### config.mk
export PLATFORM = sky130hd
export DESIGN_NAME = fetch_sequencer
export DESIGN_NICKNAME = d
export VERILOG_FILES = /design/src/rtl/fetch_sequencer_pkg.sv /design/src/rtl/sat_counter.sv /design/src/rtl/fetch_sequencer.sv
export SDC_FILE = /design/constraint.sdc
export NUM_CORES = 1
export LEC_CHECK = 0
export BUFFER_PORTS_ARGS = -buffer_cell sky130_fd_sc_hd__buf_2
export CAP_MARGIN = 20
export CORE_AREA = 3 3 183 185
export CTS_CLUSTER_DIAMETER = 60
export DETAILED_ROUTE_END_ITERATION = 7
export DIE_AREA = 0 0 186 188
export PLACE_DENSITY = 0.47
export SLEW_MARGIN = 20
export SYNTH_ARGS = -nofsm -noshare
export SYNTH_HDL_FRONTEND = slang
export SYNTH_HIERARCHICAL = 1
export SYNTH_SLANG_ARGS = --single-unit
### constraint.sdc
create_clock -name clk -period 5.5 [get_ports clk]
set_input_delay 0.275 -clock clk [delete_from_list [all_inputs] [get_ports clk]]
set_output_delay 0.275 -clock clk [all_outputs]
set_load 0.01 [all_outputs]
### src/rtl/fetch_sequencer_pkg.sv
// ---------------------------------------------------------------------------
// fetch_sequencer_pkg
//   Shared constants for the fetch path: address and instruction widths,
//   the width of a 4-instruction fetch line, and a helper that maps a
//   byte PC onto its 16-byte-aligned line address.
// ---------------------------------------------------------------------------
package fetch_sequencer_pkg;

    localparam int ADDR_LEN = 32;
    localparam int INSN_LEN = 32;
    localparam int LINE_LEN = 4 * INSN_LEN;

    // A line holds four 32-bit instructions, so the low four address bits
    // select within the line and are zeroed for the memory request.
    function automatic logic [ADDR_LEN-1:0] line_addr(input logic [ADDR_LEN-1:0] addr);
        return {addr[ADDR_LEN-1:4], 4'b0000};
    endfunction

endpackage

### src/rtl/sat_counter.sv
// ---------------------------------------------------------------------------
// sat_counter
//   Up-counter that sticks at its all-ones value instead of wrapping.
//   Ports:
//     clk   - clock
//     reset - asynchronous active-high clear
//     inc   - count enable for this cycle
//     out   - current count (W bits)
// ---------------------------------------------------------------------------
module sat_counter #(
    parameter int W = 16
) (
    input  logic         clk,
    input  logic         reset,
    input  logic         inc,
    output logic [W-1:0] out
);

    logic [W-1:0] count_reg;

    always_ff @(posedge clk or posedge reset) begin
        if (reset) begin
            count_reg <= '0;
        end else if (inc && (count_reg != '1)) begin
            count_reg <= count_reg + W'(1);
        end
    end

    assign out = count_reg;

endmodule

### src/rtl/fetch_sequencer.sv
// ---------------------------------------------------------------------------
// fetch_sequencer
//   Drives the instruction-memory request/response handshake for the fetch
//   stage, keeping exactly one request outstanding, and presents the
//   returned line to the fetch select logic. A misprediction redirect can
//   arrive in any state; a response belonging to an abandoned request is
//   swallowed in DROP.
//   Ports:
//     clk, reset         - clock, asynchronous active-high reset
//     npc                - next PC for the current pc (taken when decode accepts)
//     stall_dc           - decode cannot accept the presented line
//     prmiss, jmpaddr    - redirect strobe and target
//     imem_req/addr/gnt  - request handshake (line-aligned address)
//     imem_rvalid/rdata  - response strobe and 4-instruction line
//     pc, idata          - current fetch PC and its registered line
//     fetch_valid        - idata corresponds to pc
//     bubble_cnt         - saturating count of cycles with fetch_valid=0
// ---------------------------------------------------------------------------
module fetch_sequencer
    import fetch_sequencer_pkg::*;
#(
    parameter logic [ADDR_LEN-1:0] RESET_PC = 32'h0000_0000,
    parameter int                  CNT_W    = 16
) (
    input  logic                clk,
    input  logic                reset,
    input  logic [ADDR_LEN-1:0] npc,
    input  logic                stall_dc,
    input  logic                prmiss,
    input  logic [ADDR_LEN-1:0] jmpaddr,
    output logic                imem_req,
    output logic [ADDR_LEN-1:0] imem_addr,
    input  logic                imem_gnt,
    input  logic                imem_rvalid,
    input  logic [LINE_LEN-1:0] imem_rdata,
    output logic [ADDR_LEN-1:0] pc,
    output logic [LINE_LEN-1:0] idata,
    output logic                fetch_valid,
    output logic [CNT_W-1:0]    bubble_cnt
);

    typedef enum logic [2:0] {
        ST_IDLE,
        ST_REQ,
        ST_WAIT,
        ST_VALID,
        ST_DROP
    } fetch_state_t;

    fetch_state_t        state_reg, state_next;
    logic [ADDR_LEN-1:0] pc_reg, pc_next;
    logic [LINE_LEN-1:0] idata_reg, idata_next;

    always_ff @(posedge clk or posedge reset) begin
        if (reset) begin
            state_reg <= ST_IDLE;
            pc_reg    <= RESET_PC;
            idata_reg <= '0;
        end else begin
            state_reg <= state_next;
            pc_reg    <= pc_next;
            idata_reg <= idata_next;
        end
    end

    always_comb begin
        state_next = state_reg;
        pc_next    = pc_reg;
        idata_next = idata_reg;

        case (state_reg)
            ST_IDLE: begin
                state_next = ST_REQ;
            end
            ST_REQ: begin
                // A grant commits the request; if a redirect arrives with
                // it, the response must still be absorbed in DROP.
                // Without a grant the request is simply withdrawn for a cycle.
                if (imem_gnt) begin
                    state_next = prmiss ? ST_DROP : ST_WAIT;
                end else if (prmiss) begin
                    state_next = ST_IDLE;
                end
            end
            ST_WAIT: begin
                if (prmiss) begin
                    state_next = imem_rvalid ? ST_REQ : ST_DROP;
                end else if (imem_rvalid) begin
                    idata_next = imem_rdata;
                    state_next = ST_VALID;
                end
            end
            ST_VALID: begin
                if (prmiss) begin
                    state_next = ST_REQ;
                end else if (!stall_dc) begin
                    pc_next    = npc;
                    state_next = ST_REQ;
                end
            end
            ST_DROP: begin
                if (imem_rvalid) begin
                    state_next = ST_REQ;
                end
            end
            default: begin
                state_next = ST_IDLE;
            end
        endcase

        // The redirect target overrides any other pc update.
        if (prmiss) begin
            pc_next = jmpaddr;
        end
    end

    assign imem_req    = (state_reg == ST_REQ);
    assign imem_addr   = line_addr(pc_reg);
    assign fetch_valid = (state_reg == ST_VALID);
    assign pc          = pc_reg;
    assign idata       = idata_reg;

    sat_counter #(
        .W (CNT_W)
    ) u_bubble_cnt (
        .clk   (clk),
        .reset (reset),
        .inc   (!fetch_valid),
        .out   (bubble_cnt)
    );

endmodule

* Yosys cells after proc, flatten, opt, wreduce, memory -nomap -nowiden
Cells that the tools add are included.
** Cells by class
- $add $sub $neg :: 1
- Equal/unequal tests :: 10
- Muxes and demuxes :: 13
- Bitwise logic cells :: 1
- Reduce and logical (&&, ||, !) cells :: 7
** Operator list (number)
- $mux W32 :: 3
- $mux W3 :: 9
- $add A16 B1 Y16 const B :: 1
- $ne A16 B16 Y1 const B :: 1
- $pmux W3 S5 :: 1
- $eq A3 B2 Y1 const B :: 2
- $ne A3 B3 Y1 const B :: 2
- $reduce_and A4 Y1 :: 1
- $eq A3 B1 Y1 const B :: 1
- $eq A3 B3 Y1 const B :: 1
- $logic_not A3 Y1 :: 1
- $ne A3 B2 Y1 const B :: 1
- $reduce_and A3 Y1 :: 1
- $ne A2 B1 Y1 const B :: 1
- $ne A2 B2 Y1 const B :: 1
- $reduce_and A2 Y1 :: 1
- $reduce_bool A2 Y1 :: 1
- $logic_and A1 B1 Y1 :: 1
- $logic_not A1 Y1 :: 1
- $not A1 Y1 :: 1
** Storage, ports and cells
- Bits in registers :: 179
- Output and inout bits :: 210
- Logic and storage cells :: 36

* Depth between registers and ports, before layout
- Word-level depth :: 3
- Mapped depth :: 6
- Depth with buffers taken out :: 6

* Hierarchy
The synthesis kept the hierarchy.
** By module, submodules not included
- fetch_sequencer :: instances 1, cells an instance 432, area an instance 6881.6 um^2, sequential area each 4078.9 um^2
- sat_counter :: instances 1, cells an instance 71, area an instance 805.8 um^2, sequential area each 400.4 um^2

* Least setup slack after synthesis
No wires, ideal clock.
- Path kind :: register to register
- Start point :: register state_reg[0]
- End point :: register u_bubble_cnt.count_reg[14], in the netlist u_bubble_cnt/out[14]
- Library setup time :: 125 ps
- Arrival :: 1548 ps
- Data required time :: 5375 ps
- Setup slack :: 3828 ps
- Cell stages (with the launch flop) :: 7
- Path through :: dfrtp_1 nor2b_4 nand2_1 and4_1 nand3_1 nor2_1 mux2_2
** Between the ends
- Cells in the longest elaborated chain, start to end :: 3
** RTL lines
- from (decl) :: line fetch_sequencer.sv:50 : fetch_state_t state_reg, state_next;
- from (signal assigned) :: line fetch_sequencer.sv:60 : state_reg <= state_next;
- $eq A3 B2 Y1 :: line fetch_sequencer.sv:119 : assign fetch_valid = (state_reg == ST_VALID);
- $logic_not A1 Y1 :: line fetch_sequencer.sv:128 : .inc (!fetch_valid),
- $logic_and A1 B1 Y1 :: line sat_counter.sv:24 : end else if (inc && (count_reg != '1)) begin
- to (signal assigned) :: line sat_counter.sv:25 : count_reg <= count_reg + W'(1);
- to (decl) :: line sat_counter.sv:19 : logic [W-1:0] count_reg;
No other way between the ends.
A chain may end at the register's enable or synchronous reset.

* Final worst setup path
- Start point :: register state_reg[1]
- End point :: register idata_reg[70], in the netlist idata[70]
** Between the ends
- Cells in the longest elaborated chain, start to end :: 2
** RTL lines
- $eq A3 B2 Y1 :: line fetch_sequencer.sv:71 : case (state_reg)
- $reduce_and A3 Y1 (no source line)
- to (signal assigned) :: line fetch_sequencer.sv:62 : idata_reg <= idata_next;
- to (decl) :: line fetch_sequencer.sv:52 : logic [LINE_LEN-1:0] idata_reg, idata_next;
No other way between the ends.

==> metrics.md <==
| Metric | Value |
|---|---|
| Outcome | finished, final reports clean |
| Port-buffer cells | 403 |
| Post-route setup TNS | 0 ns |
| Crit Path Class | reg -> reg |
| Fmax | 445 MHz |
| Area leader, netlist | dfrtp_1 |
| Worst setup SP type | flip-flop |
| Post-DP HPWL | 15000 um |
| Skew-Pair Late Insertion Delay | 0.44 ns |
| I/O Pins | 408 |
| Initial antenna violation count | 2 |
| DR WL/cell | 15.6 um |
| Leading cell type in the layout, fill and taps excluded | buf_2 |
| Slew HR | 30.1% |
| Area growth from synthesis to layout | 35.8% |
| Synth Warn # | 6 |
| Gr ovfl total | 0 |
| Unrepaired setup endpoints after global routing | false |
| Leak pwr | 5.39 nW |
| DR pass1 iterations | 4 |
| Post-synthesis compound-gate area fraction | 1.04% |
| Multi-input gate area | 2740 um2 |
| Gpl congestion | 0.733 |
| Number of flip-flops in the largest register | 128 |
| Most frequent cells in the layout | buf_2, mux2_2, dfrtp_1 |
| Final Setup Violations | 0 |
| Placed instance area | 9830 um2 |
| Layout cells sized above 1 | 72.0% |
| CORE AREA | 32200 um2 |
| CP Data Arrival Time | 2.56 ns |
| Slack of the critical path | 3.25 ns |
| Detailed Route Iter0 Violations | 122 |
| Pin count of the biggest net entering global routing | 164 |
| Drt via density | 4.09 |
| Max-cap viol count | 0 |
| Hold Vio Cnt, Final | 0 |
| Clock Tree Buf Depth | 2 |
| Register bit total from synthesis | 179 |
| Period utilisation layout | 40.8% |
| Register area share after synthesis | 58.3% |
| # fillers | 3360 |
| Top cells by area, synth | dfrtp_1, mux2_2, buf_4, buf_6, xnor2_1 |
| Clock root cell | clkbuf_16 |
| CTS Sinks | 179 |
| DRC violations left | 0 |
| Post-Syn Area | 7690 um2 |
| TritonCTS clock tree | yes |
| Period minus WS final | 2.25 ns |
| Die height | 188 um |
| Pwr dens | 474 nW/um2 |
| Clk_skew | 0.00893 ns |
| XOR/XNOR share of the synthesized area | 1.25% |
| Total CTS buffers | 17 |
| Vias after detailed routing | 5321 |
| First-pass GRT wire length | 30700 um |
| Post-DRT Antenna Nets | 0 |
| H-tree levels | 4 |
| Place WS | 3.06 ns |
| Nets@finish | 1078 |
| Worst path required time | 5.82 ns |
| Detailed-route wire length | 20300 um |
| Register Area | 4480 um2 |
| Yosys top cell area share | 58.3% |
| CP endpoint kind | flip-flop |
| Vias in the first global route | 5466 |
| Die ar. | 35000 um2 |
| Slew Limit Fails | 0 |
| Worst Path Max Fanout | 70 |
| Tot GR Track Use | 11.4% |
| Worst-path clk slew | 0.08 ns |
| Largest family of logic cells by synthesized area | multiplexers |
| Initial Util | 23.9% |
| Post-Syn Instances | 503 |
| Adder-Cell Fraction of Synth Area | 0.163% |
| # rows | 66 |
| Unique masters post-synth | 37 |
| Worst vdd ir | 0.258 mV |
| Post-synthesis simple-gate area fraction | 4.18% |
| Hold Crit Class | in -> reg |
| Mux cell area share after synthesis | 28.8% |
| Measured slew at the worst slew-check pin | 1.05 ns |
| Syn Area/Cell | 15.3 um2 |
| Finished layout cell area | 10400 um2 |
| # Post-CTS Setup Buffers | 0 |
| Die X | 186 um |
[layer usage]
metal	vias up	wire [um]	track usage (%)
met3	10	1630	4.00
li1	2503	-	-
met1	2589	8160	13.3
met5	-	0	0
met4	0	256	3.72
met2	219	10200	19.4
[path summary, 6_finish.rpt]
| path | to | slack (ns) | cells past startpoint | from |
|---|---|---|---|---|
| min | idata[125] | 0.06 | 2 | imem_rdata[125] |
| max | idata[70] | 3.25 | 4 | state_reg[1] |
| min in group asynchronous | idata[118] | 0.49 | 4 | reset |
| max reg2reg | idata[70] | 3.25 | 4 | state_reg[1] |
| max in group asynchronous | state_reg[0] | 4.10 | 4 | reset |
| min reg2reg | idata[7] | 0.50 | 1 | idata[7] |
[through the flow]
step                hold slack, ns  power [mW]  std cells  util (%)
floorplan                    0.189        3.04        506         -
global placement             0.442        3.75       1266      30.4
detailed placement           0.455        3.78       1267      30.5
CTS                         0.0180        5.06       1300      32.4
global route                0.0103        5.30       1302      32.4
finish                      0.0579        4.95       1302      32.4
[final cells by class]
cell class | count | area share [%]
well taps | 408 | 4.89
inverters | 5 | 0.228
clock inverters | 14 | 1.57
flip-flops and latches | 179 | 42.9
repair buffers | 408 | 20.0
diodes | 2 | 0.0479
multi-input cells | 268 | 26.2
clock buffers | 18 | 4.11
[power breakdown]
part	total (mW)	switching [mW]	internal [mW]
Clock	1.24	0.586	0.649
Combinational	1.61	0.768	0.843
Sequential	2.10	0.287	1.81
Total	4.95	1.64	3.30
[synthesized netlist by cell type]
master and n:
or2b_1 1, nand3_1 7, nand2b_1 1, nor3_1 1, ha_1 1, o21a_1 2, a21oi_1 2, xnor2_1 11
conb_1 1, a31oi_4 1, mux2_2 192, mux2_4 2, and4_2 1, nand4_2 1, and4_1 3, nor4_4 2
buf_8 2, nand4_4 1, o21bai_1 1, and3_1 4, nand2_2 1, a221oi_1 1, nor2b_4 1, mux2i_1 2
inv_1 5, a32o_1 1, and3_2 1, dfrtp_1 179, and2_1 1, a22oi_1 1, buf_4 34, buf_6 14
nor2_1 5, nor2b_1 2, nand4_1 5, nand2_1 9, buf_2 4
[worst max-delay path, stage by stage, from the launching register on]
cell and delay, ns:
dfrtp_1 0.56, nand2_1 0.15, nor4_4 0.17, buf_4 0.72
mux2_2 0.41
[what timing repair did]
action,4_1_cts,5_1_grt
hold endpoints to repair,16,0
hold buffers,1,0
gates resized for setup,0,0
[kinds of logic (layout without fill, tap and decap cells)]
| kind of cell | Yosys count | in the layout |
|---|---|---|
| other cells | 1 | 6 |
| xor+xnor | 11 | 11 |
| flops | 179 | 179 |
| mux | 196 | 196 |
| buf+inv | 59 | 445 |
| simple gates | 47 | 47 |
| fa+ha+maj | 1 | 1 |
| compound gates | 9 | 9 |
Power figures use the tool's default switching activity.
